`config.mk`:
```
export PLATFORM = sky130hd
export DESIGN_NAME = cs_region_decoder_flat
export DESIGN_NICKNAME = d
export VERILOG_FILES = /design/src/rtl/cs_decode_pkg.sv /design/src/rtl/cs_region_decoder_if.sv /design/src/rtl/cs_region_match.sv /design/src/rtl/cs_region_decoder.sv /design/src/flat_wrapper.sv
export SDC_FILE = /design/constraint.sdc
export NUM_CORES = 1
export LEC_CHECK = 0
export CAP_MARGIN = 40
export CORE_MARGIN = 2
export CORE_UTILIZATION = 35
export CTS_CLUSTER_SIZE = 30
export DETAILED_ROUTE_END_ITERATION = 6
export GPL_TIMING_DRIVEN = 1
export PLACE_DENSITY = 0.54
export SYNTH_ARGS = -nofsm -noshare
export SYNTH_HDL_FRONTEND = slang
export SYNTH_SLANG_ARGS = --single-unit
```
`constraint.sdc`:
```
create_clock -name clk -period 4.3 [get_ports clk]
set_clock_uncertainty 0.15 [all_clocks]
set_input_delay 0.86 -clock clk [delete_from_list [all_inputs] [get_ports clk]]
set_output_delay 0.86 -clock clk [all_outputs]
set_load 0.02 [all_outputs]
```
`src/rtl/cs_decode_pkg.sv`:
```
// cs_decode_pkg
//   Shared definitions for the chip-select region decoder:
//   - state_t      : bus-cycle FSM states (IDLE / WAIT / HOLD)
//   - RST_*        : power-up contents of table entries 0..2
//                    (e0 RAM, e1 I/O, e2 ROM); higher entries come up disabled.
package cs_decode_pkg;

  typedef enum logic [1:0] {
    IDLE = 2'd0,
    WAIT = 2'd1,
    HOLD = 2'd2
  } state_t;

  localparam int N_RST = 3;

  localparam logic [7:0] RST_BASE [N_RST] = '{8'h00, 8'h60, 8'h80};
  localparam logic [7:0] RST_MASK [N_RST] = '{8'hC0, 8'hE0, 8'h80};
  localparam logic [2:0] RST_WS   [N_RST] = '{3'd0,  3'd2,  3'd1};
  localparam logic       RST_EN   [N_RST] = '{1'b1,  1'b1,  1'b1};

endpackage

```
`src/rtl/cs_region_decoder_if.sv`:
```
// cs_region_decoder_if
//   CPU-side bus and configuration port of the chip-select decoder.
//   master : CPU / configuration side (drives strb, addr, cfg_*)
//   slave  : decoder side (drives cs_n, rdy, hit_idx, busy, miss, abort)
interface cs_region_decoder_if #(
  parameter int ADDR_W  = 16,
  parameter int MATCH_W = 8,
  parameter int N_CS    = 4,
  parameter int WS_W    = 3
);
  localparam int IDX_W = $clog2(N_CS);

  logic               strb;
  logic [ADDR_W-1:0]  addr;
  logic               cfg_we;
  logic [IDX_W-1:0]   cfg_idx;
  logic               cfg_en;
  logic [MATCH_W-1:0] cfg_base;
  logic [MATCH_W-1:0] cfg_mask;
  logic [WS_W-1:0]    cfg_ws;

  logic [N_CS-1:0]    cs_n;
  logic               rdy;
  logic [IDX_W-1:0]   hit_idx;
  logic               busy;
  logic               miss;
  logic               abort;

  modport master (
    output strb, addr, cfg_we, cfg_idx, cfg_en, cfg_base, cfg_mask, cfg_ws,
    input  cs_n, rdy, hit_idx, busy, miss, abort
  );

  modport slave (
    input  strb, addr, cfg_we, cfg_idx, cfg_en, cfg_base, cfg_mask, cfg_ws,
    output cs_n, rdy, hit_idx, busy, miss, abort
  );
endinterface

```
`src/rtl/cs_region_match.sv`:
```
// cs_region_match
//   One programmable decode-table entry plus its address comparator.
//   Ports:
//     clk, rst        clock, asynchronous active-high reset
//     cfg_we/cfg_idx  table write strobe and target index (accepted when cfg_idx == IDX)
//     cfg_en/base/mask/ws  new entry contents
//     addr_hi         upper address bits being decoded
//     hit             entry enabled and addr_hi matches base under mask
//     ws              wait-state count of this entry
module cs_region_match
  import cs_decode_pkg::*;
#(
  parameter int MATCH_W = 8,
  parameter int WS_W    = 3,
  parameter int IDX_W   = 2,
  parameter int IDX     = 0
) (
  input  logic               clk,
  input  logic               rst,
  input  logic               cfg_we,
  input  logic [IDX_W-1:0]   cfg_idx,
  input  logic               cfg_en,
  input  logic [MATCH_W-1:0] cfg_base,
  input  logic [MATCH_W-1:0] cfg_mask,
  input  logic [WS_W-1:0]    cfg_ws,
  input  logic [MATCH_W-1:0] addr_hi,
  output logic               hit,
  output logic [WS_W-1:0]    ws
);
  // Entries beyond the built-in ones power up disabled and zeroed.
  localparam bool_dummy = 0;
  localparam logic               RST_E = (IDX < N_RST) ? RST_EN[IDX % N_RST] : 1'b0;
  localparam logic [MATCH_W-1:0] RST_B = (IDX < N_RST) ? MATCH_W'(RST_BASE[IDX % N_RST]) : '0;
  localparam logic [MATCH_W-1:0] RST_M = (IDX < N_RST) ? MATCH_W'(RST_MASK[IDX % N_RST]) : '0;
  localparam logic [WS_W-1:0]    RST_W = (IDX < N_RST) ? WS_W'(RST_WS[IDX % N_RST]) : '0;

  logic               en_reg;
  logic [MATCH_W-1:0] base_reg;
  logic [MATCH_W-1:0] mask_reg;
  logic [WS_W-1:0]    ws_reg;

  logic sel;
  assign sel = cfg_we && (cfg_idx == IDX_W'(IDX));

  always_ff @(posedge clk or posedge rst) begin
    if (rst) begin
      en_reg   <= RST_E;
      base_reg <= RST_B;
      mask_reg <= RST_M;
      ws_reg   <= RST_W;
    end else if (sel) begin
      en_reg   <= cfg_en;
      base_reg <= cfg_base;
      mask_reg <= cfg_mask;
      ws_reg   <= cfg_ws;
    end
  end

  assign hit = en_reg && (((addr_hi ^ base_reg) & mask_reg) == '0);
  assign ws  = ws_reg;
endmodule

```
`src/rtl/cs_region_decoder.sv`:
```
// cs_region_decoder
//   Decodes the CPU address against N_CS programmable base/mask regions,
//   drives one-hot active-low chip selects, stretches the cycle with RDY
//   for per-region wait states and flags unmapped accesses.
//   Ports:
//     clk  system clock
//     rst  asynchronous reset, active-high
//     bus  cs_region_decoder_if.slave: strb/addr/cfg_* in;
//          cs_n/rdy/hit_idx/busy/miss/abort out (all registered)
module cs_region_decoder
  import cs_decode_pkg::*;
#(
  parameter int ADDR_W  = 16,
  parameter int MATCH_W = 8,
  parameter int N_CS    = 4,
  parameter int WS_W    = 3
) (
  input  logic               clk,
  input  logic               rst,
  cs_region_decoder_if.slave bus
);
  localparam int IDX_W = $clog2(N_CS);

  logic [MATCH_W-1:0] addr_hi;
  assign addr_hi = bus.addr[ADDR_W-1 -: MATCH_W];
  // Low address bits take no part in decoding.
  wire unused_addr = &{1'b0, bus.addr[ADDR_W-MATCH_W-1:0]};

  logic [N_CS-1:0] hit_vec;
  logic [WS_W-1:0] ws_vec [N_CS];

  generate
    for (genvar gi = 0; gi < N_CS; gi++) begin : g_entry
      cs_region_match #(
        .MATCH_W(MATCH_W), .WS_W(WS_W), .IDX_W(IDX_W), .IDX(gi)
      ) u_match (
        .clk     (clk),
        .rst     (rst),
        .cfg_we  (bus.cfg_we),
        .cfg_idx (bus.cfg_idx),
        .cfg_en  (bus.cfg_en),
        .cfg_base(bus.cfg_base),
        .cfg_mask(bus.cfg_mask),
        .cfg_ws  (bus.cfg_ws),
        .addr_hi (addr_hi),
        .hit     (hit_vec[gi]),
        .ws      (ws_vec[gi])
      );
    end
  endgenerate

  // Priority encoder: scanning downwards leaves the lowest hitting index.
  logic             hit_any;
  logic [IDX_W-1:0] sel_idx;
  logic [WS_W-1:0]  sel_ws;
  logic [N_CS-1:0]  sel_onehot;

  always_comb begin
    sel_idx    = '0;
    sel_ws     = '0;
    sel_onehot = '0;
    hit_any    = |hit_vec;
    for (int i = N_CS - 1; i >= 0; i--) begin
      if (hit_vec[i]) begin
        sel_idx = IDX_W'(i);
        sel_ws  = ws_vec[i];
      end
    end
    sel_onehot[sel_idx] = hit_any;
  end

  // Strobe edge detect
  logic strb_q;
  logic rise;
  always_ff @(posedge clk or posedge rst) begin
    if (rst) strb_q <= 1'b0;
    else     strb_q <= bus.strb;
  end
  assign rise = bus.strb && !strb_q;

  // FSM and output registers
  state_t           state_reg,   state_next;
  logic [WS_W-1:0]  cnt_reg,     cnt_next;
  logic [N_CS-1:0]  cs_n_reg,    cs_n_next;
  logic             rdy_reg,     rdy_next;
  logic             busy_reg,    busy_next;
  logic             miss_reg,    miss_next;
  logic             abort_reg,   abort_next;
  logic [IDX_W-1:0] hit_idx_reg, hit_idx_next;

  always_ff @(posedge clk or posedge rst) begin
    if (rst) begin
      state_reg   <= IDLE;
      cnt_reg     <= '0;
      cs_n_reg    <= '1;
      rdy_reg     <= 1'b1;
      busy_reg    <= 1'b0;
      miss_reg    <= 1'b0;
      abort_reg   <= 1'b0;
      hit_idx_reg <= '0;
    end else begin
      state_reg   <= state_next;
      cnt_reg     <= cnt_next;
      cs_n_reg    <= cs_n_next;
      rdy_reg     <= rdy_next;
      busy_reg    <= busy_next;
      miss_reg    <= miss_next;
      abort_reg   <= abort_next;
      hit_idx_reg <= hit_idx_next;
    end
  end

  always_comb begin
    state_next   = state_reg;
    cnt_next     = cnt_reg;
    cs_n_next    = cs_n_reg;
    rdy_next     = rdy_reg;
    busy_next    = busy_reg;
    miss_next    = 1'b0;
    hit_idx_next = hit_idx_reg;
    // A table write clears a pending abort; a new abort this cycle still wins.
    abort_next   = bus.cfg_we ? 1'b0 : abort_reg;

    unique case (state_reg)
      IDLE: begin
        if (rise) begin
          busy_next = 1'b1;
          if (hit_any) begin
            cs_n_next    = ~sel_onehot;
            hit_idx_next = sel_idx;
            if (sel_ws != '0) begin
              rdy_next   = 1'b0;
              cnt_next   = sel_ws;
              state_next = WAIT;
            end else begin
              state_next = HOLD;
            end
          end else begin
            miss_next    = 1'b1;
            hit_idx_next = '0;
            state_next   = HOLD;
          end
        end
      end
      WAIT: begin
        if (!bus.strb) begin
          cs_n_next  = '1;
          rdy_next   = 1'b1;
          busy_next  = 1'b0;
          abort_next = 1'b1;
          state_next = IDLE;
        end else if (cnt_reg == WS_W'(1)) begin
          rdy_next   = 1'b1;
          state_next = HOLD;
        end else begin
          cnt_next = cnt_reg - WS_W'(1);
        end
      end
      HOLD: begin
        if (!bus.strb) begin
          cs_n_next  = '1;
          busy_next  = 1'b0;
          state_next = IDLE;
        end
      end
      default: state_next = IDLE;
    endcase
  end

  assign bus.cs_n    = cs_n_reg;
  assign bus.rdy     = rdy_reg;
  assign bus.busy    = busy_reg;
  assign bus.miss    = miss_reg;
  assign bus.abort   = abort_reg;
  assign bus.hit_idx = hit_idx_reg;
endmodule

```
`src/flat_wrapper.sv`:
```
// flat-port wrapper written by rule: the top's interface ports become plain ports
module cs_region_decoder_flat import cs_decode_pkg::*;
#(
  parameter int ADDR_W  = 16,
  parameter int MATCH_W = 8,
  parameter int N_CS    = 4,
  parameter int WS_W    = 3
)
  (clk, rst, bus_strb, bus_addr, bus_cfg_we, bus_cfg_idx, bus_cfg_en, bus_cfg_base, bus_cfg_mask, bus_cfg_ws, bus_cs_n, bus_rdy, bus_hit_idx, bus_busy, bus_miss, bus_abort);
  cs_region_decoder_if #(.ADDR_W(ADDR_W), .MATCH_W(MATCH_W), .N_CS(N_CS), .WS_W(WS_W)) bus_i ();
  input  logic clk;
  input  logic rst;
  input wire logic [$bits(bus_i.strb)-1:0] bus_strb;
  input wire logic [$bits(bus_i.addr)-1:0] bus_addr;
  input wire logic [$bits(bus_i.cfg_we)-1:0] bus_cfg_we;
  input wire logic [$bits(bus_i.cfg_idx)-1:0] bus_cfg_idx;
  input wire logic [$bits(bus_i.cfg_en)-1:0] bus_cfg_en;
  input wire logic [$bits(bus_i.cfg_base)-1:0] bus_cfg_base;
  input wire logic [$bits(bus_i.cfg_mask)-1:0] bus_cfg_mask;
  input wire logic [$bits(bus_i.cfg_ws)-1:0] bus_cfg_ws;
  output wire logic [$bits(bus_i.cs_n)-1:0] bus_cs_n;
  output wire logic [$bits(bus_i.rdy)-1:0] bus_rdy;
  output wire logic [$bits(bus_i.hit_idx)-1:0] bus_hit_idx;
  output wire logic [$bits(bus_i.busy)-1:0] bus_busy;
  output wire logic [$bits(bus_i.miss)-1:0] bus_miss;
  output wire logic [$bits(bus_i.abort)-1:0] bus_abort;
  assign bus_i.strb = bus_strb;
  assign bus_i.addr = bus_addr;
  assign bus_i.cfg_we = bus_cfg_we;
  assign bus_i.cfg_idx = bus_cfg_idx;
  assign bus_i.cfg_en = bus_cfg_en;
  assign bus_i.cfg_base = bus_cfg_base;
  assign bus_i.cfg_mask = bus_cfg_mask;
  assign bus_i.cfg_ws = bus_cfg_ws;
  assign bus_cs_n = bus_i.cs_n;
  assign bus_rdy = bus_i.rdy;
  assign bus_hit_idx = bus_i.hit_idx;
  assign bus_busy = bus_i.busy;
  assign bus_miss = bus_i.miss;
  assign bus_abort = bus_i.abort;
  cs_region_decoder #(.ADDR_W(ADDR_W), .MATCH_W(MATCH_W), .N_CS(N_CS), .WS_W(WS_W)) u_core (.clk(clk), .rst(rst), .bus(bus_i));
endmodule
```
* Word level (Yosys, flattened, before mapping) *
Index checks and enable logic that the tools add are counted.

word-level totals
  output and inout bits = 10
  word-level logic and storage cells = 123
  input port bits = 42
  bits in registers = 96

operators by class
  muxes and demuxes = 43
  order comparisons = 2
  add/subtract/negate cells = 1
  eq/ne operators = 14
  reductions and logical operators = 28
  bitwise logic cells = 10

operators with widths
  kind                  number
  $and A8 B8 Y8         4
  $logic_not A8 Y1      4
  $xor A8 B8 Y8         4
  $mux W3               9
  $mux W2               11
  $mux W1               14
  $mux W4               3
  $logic_and A1 B1 Y1   10
  $ne A2 B2 Y1 const B  4
  $pmux W4 S2           1
  $eq A2 B2 Y1 const B  3
  $ne A2 B1 Y1 const B  3
  $pmux W2 S3           1
  $pmux W3 S2           1
  $reduce_and A3 Y1     2
  $reduce_and A6 Y1     1
  $reduce_and A5 Y1     1
  $and A4 B4 Y4         1
  $eq A2 B1 Y1 const B  2
  $logic_not A2 Y1      2
  $not A4 Y4            1
  $pmux W1 S2           2
  $reduce_and A4 Y1     1
  $reduce_bool A2 Y1    2
  other kinds (11)      11

* Longest topological paths before layout *
  depth after elaboration = 17
  depth in mapped cells = 10
  mapped depth without buffers = 9

* By module *
Synthesis repeated with hierarchy kept, for this count alone.

second synthesis, totals
  cells, all modules = 336
  area, all modules = 4454.3 µm²

by module, submodules not included
  module                                       seq. area each (µm²)  cells an instance  instances  area an instance (µm²)
  cs_region_decoder                            406.6                 108                1          980.9
  cs_region_match (u_core.g_entry[0].u_match)  504.2                 57                 1          872.1
  cs_region_match (u_core.g_entry[1].u_match)  509.2                 57                 1          872.1
  cs_region_match (u_core.g_entry[2].u_match)  505.5                 57                 1          868.3
  cs_region_match (u_core.g_entry[3].u_match)  500.5                 57                 1          860.8

* Worst setup path before layout *
Ideal clock, no wire load.

  path kind = input-to-reg
  from = input port bus_addr[13]
  to = register u_core.cnt_reg[0]
  setup slack = 1.234 ns
  arrival = 2.779 ns
  library setup time = 0.136 ns
  buffers on the path = 0
  data required time = 4.014 ns
  stages on the path = 9
  cell sequence = xor2_1 a222oi_1 and4_4 nand2_1 a311oi_2 a2111o_1 o21ai_4 a2111oi_2 a211oi_2

on the way
  cells in the longest elaborated chain, start to end = 12
  elaborated cells on any way between the ends = 29
  classes of those cells = eq/ne (2); mux (8); bitwise (8); reduce/logical (11)

RTL lines
  item                   RTL line                  source
  start, declared        flat_wrapper.sv:14        input wire logic [$bits(bus_i.addr)-1:0] bus_addr;
  $xor A8 B8 Y8          cs_region_match.sv:59     assign hit = en_reg && (((addr_hi ^ base_reg) & mask_reg) == '0);
  $and A8 B8 Y8          cs_region_match.sv:59
  $logic_not A8 Y1       cs_region_match.sv:59
  $logic_and A1 B1 Y1    cs_region_match.sv:59
  $mux W3 (4 in series)  cs_region_decoder.sv:64   if (hit_vec[i]) begin
  $mux W3                cs_region_decoder.sv:131  if (sel_ws != '0) begin
  $mux W3                cs_region_decoder.sv:128  if (hit_any) begin
  $mux W3                cs_region_decoder.sv:126  if (rise) begin
  $pmux W3 S2            cs_region_decoder.sv:124  unique case (state_reg)
  end signal, assigned   cs_region_decoder.sv:103  cnt_reg <= cnt_next;
  end, declared          cs_region_decoder.sv:83   logic [WS_W-1:0] cnt_reg, cnt_next;

Several ways; a longest one is shown, not always the timed one. The select of a mux whose other input is x is not followed.
A chain may end at the register's enable or synchronous reset.

* Worst setup path in the final report *
  from = input port bus_addr[15]
  to = register u_core.cnt_reg[0]

The elaborated chain is that of the path after synthesis.

==> metrics.md <==
| Metric | Value |
|---|---|
| Number of global-route vias before repair | 3010 |
| Number of enable flip-flop cells after synthesis | 0 |
| Largest cells by area after synthesis | dfrtp_1 (43%), mux2_2 (20%), dfstp_2 (11%) |
| DR pass1 iterations | 4 |
| WS Path Type | input pin to flop |
| ANT nets after route | 0 |
| Slew headroom | 60.7% |
| Cells along the critical path | clkdlybuf4s50_1 -> xor2_1 -> a22o_1 -> a221oi_2 -> and4_1 -> a311oi_1 -> a2111o_1 -> o21ai_4 -> and2_1 -> a211oi_2 |
| RSZ-0062 raised after global routing | no |
| Die ar. | 13800 sq um |
| Largest stage delay, worst path | 0.65 ns |
| WL/cell | 16.6 microns |
| Critical-path top delay cell | clkdlybuf4s50_1 |
| YS warnings | 0 |
| Residual DRC count | 0 |
| Tot GR Track Use | 14.9% |
| Die Wd | 118 microns |
| # rows | 41 |
| Synth Net Count | 397 |
| Via count | 2941 |
| Starting Density | 35.8% |
| DP Wirelength | 6.68 mm |
| Final setup TNS | 0 ns |
| Final hold vios | 0 |
| Initial antenna violation count | 0 |
| CTS sink cnt | 96 |
| Ratio of cells with drive above 1 in the final layout | 31.9% |
| First-pass GRT wire length | 16.1 mm |
| Synth top area share | 42.7% |
| Clock Latency Late Sink | 0.34 ns |
| P_leak | 2.26 nW |
| Placement Setup Slack | 0.234 ns |
| CTS clk-pin slew, worst paths | 0.07 ns |
| H-tree levels | 3 |
| CP Max Fanout | 8 |
| Worst setup EP type | flop |
| Post-synth ARST share | 100% |
| Top_reg_cell synth | dfrtp_1 |
| WP data required | 4.37 ns |
| CP startpoint kind | input pin |
| CTS tree | yes |
| Slew of the pin with the lowest slew margin | 0.584 ns |
| Die Span Y | 118 microns |
| Achievable Freq | 267 MHz |
| Nets@finish | 447 |
| Worst VDD drop | 0.180 mV |
| Outcome | finished clean |
| #FFs+latches synth | 96 |
| Number of library cell types mapped by synthesis | 50 |
| Synth Instances | 349 |
| Crit share post-route | 87.0% |
| Antenna cells | 0 |
| Largest area contributor in the synthesized netlist | dfrtp_1 |
| Fin worst setup slack | 0.559 ns |
| Max Cap Violations | 0 |
| Area growth syn-to-layout | 20.8% |
| Fin crit period | 3.74 ns |
| Pwr dens | 514 nW/um^2 |
| # port buffers | 43 |
| Post-synthesis sequential area ratio | 53.7% |
| CTS Buf Count | 9 |
| Worst Hold Class | flop to flop |
| Initial DRC Count | 129 |
| Clock root buffer | clkbuf_16 |
| Final Max Slew Viols | 0 |
| CTS resizes | 0 |
| Clock Tree Buf Depth | 2 |
| Pin count of the biggest net entering global routing | 52 |
| Detailed Route WL | 9.59 mm |
| Post-CTS Hold Buffers | 0 |
| Core ar. | 12600 sq um |
| Placer Congestion | 0.777 |
| DR vias/cell | 5.11 |
| I/O Pins | 52 |
| # Post-CTS Setup Buffers | 0 |
| Avg Cell Area, Syn | 12.9 sq um |
| Final setup fails | 0 |
| Total grt overflow | 0 |
| Syn Std Cell Area | 4520 sq um |
| Arr. time, crit path | 3.81 ns |
==> metal layers <==
layer / share of wire (%) / GRT usage, % / routed length, microns / vias up
met1: 48 / 20.4 / 4620 / 1512
met5: 0 / 0 / 0 / -
met2: 47 / 23.6 / 4540 / 43
li1: - / - / - / 1374
met4: 1.7 / 5.65 / 161 / 0
met3: 2.8 / 2.57 / 270 / 12
==> power by group <==
group / internal (mW) / switching [mW] / total [mW]
registers: 1.13 / 0.116 / 1.25
clock network: 0.407 / 0.332 / 0.739
logic: 0.394 / 0.421 / 0.815
total: 1.93 / 0.869 / 2.80
==> metrics by stage <==
stage	instances	power (mW)	instance area, sq um	hold slack (ns)	util [%]
floorplan	349	1.80	4520	0.321	-
CTS	576	2.83	5460	0.341	43.2
global route	576	2.98	5460	0.367	43.2
finish	576	2.80	5460	0.338	43.2
global placement	560	2.06	5190	0.325	41.1
detailed placement	560	2.09	5190	0.326	41.1
==> kinds of logic after synthesis <==
kind of cell    after synthesis  share of synthesized area (%)
flops                        96                           53.7
mux                          81                           20.2
compound gates               58                           9.70
simple gates                 54                           6.51
xor+xnor                     32                           6.21
buf+inv                      22                           2.02
fa+ha+maj                     6                           1.66
==> layout make-up <==
class | instances | area, sq um
fillers | 1236 | 7160
clock inverters | 3 | 17.5
repair buffers | 51 | 503
clock buffers | 13 | 250
inverters | 10 | 40.0
well taps | 172 | 215
multi-input cells | 231 | 2000
flip-flops and latches | 96 | 2430
==> synth_stat cells, types with 2 or more instances <==
library cell and instances:
nand2_1 14, a21oi_1 11, nand3_1 4, and4_1 2, xor2_1 32, or3_1 3, a21o_1 2, nand4_1 5
o31ai_1 2, a311oi_1 2, inv_1 10, a31oi_1 3, a21boi_0 3, nor2_1 10, ha_1 6, a222oi_1 4
o21ai_0 10, nand3b_1 2, clkbuf_1 10, dfstp_2 19, dfrtp_1 77, a22oi_1 7, mux2_2 80, nor2b_1 3
nand2b_1 2, a22o_1 2
==> worst max-delay path, delay by kind of cell <==
family          cells  cell delay [ns]
compound gates      6             1.44
simple gates        2             0.69
buf+inv             1             0.65
xor+xnor            1             0.16
==> worst paths after layout <==
| check | end | slack [ns] | startpoint | depth (start not counted) |
|---|---|---|---|---|
| hold / removal | u_core.bus.hit_idx[0] | 0.34 | u_core.bus.hit_idx[0] | 2 |
| setup reg to reg | u_core.cnt_reg[0] | 1.32 | u_core.g_entry[0].u_match.base_reg[2] | 9 |
| min in group asynchronous | u_core.g_entry[1].u_match.mask_reg[0] | 0.79 | rst | 2 |
| hold reg to reg | u_core.bus.hit_idx[0] | 0.34 | u_core.bus.hit_idx[0] | 2 |
| setup / recovery | u_core.cnt_reg[0] | 0.56 | bus_addr[15] | 10 |
| max in group asynchronous | u_core.g_entry[0].u_match.mask_reg[7] | 2.49 | rst | 3 |
==> placed cells by master, fill, tap and decap left out, types with 3 or more instances in the layout <==
cell              n
nand2_1          14
a21oi_1          11
nand4_1           5
xor2_1           32
a31oi_1           3
dfrtp_1          77
clkbuf_1          3
o21ai_0          10
or3_1             3
ha_1              6
buf_4             7
nand3_1           4
inv_1             9
mux2_2           80
clkdlybuf4s50_1  43
dfstp_2          19
a222oi_1          4
a21boi_0          3
nor2_1           10
a22oi_1           7
clkbuf_16         9
nor2b_1           3
(Power assumes the default switching activity.)
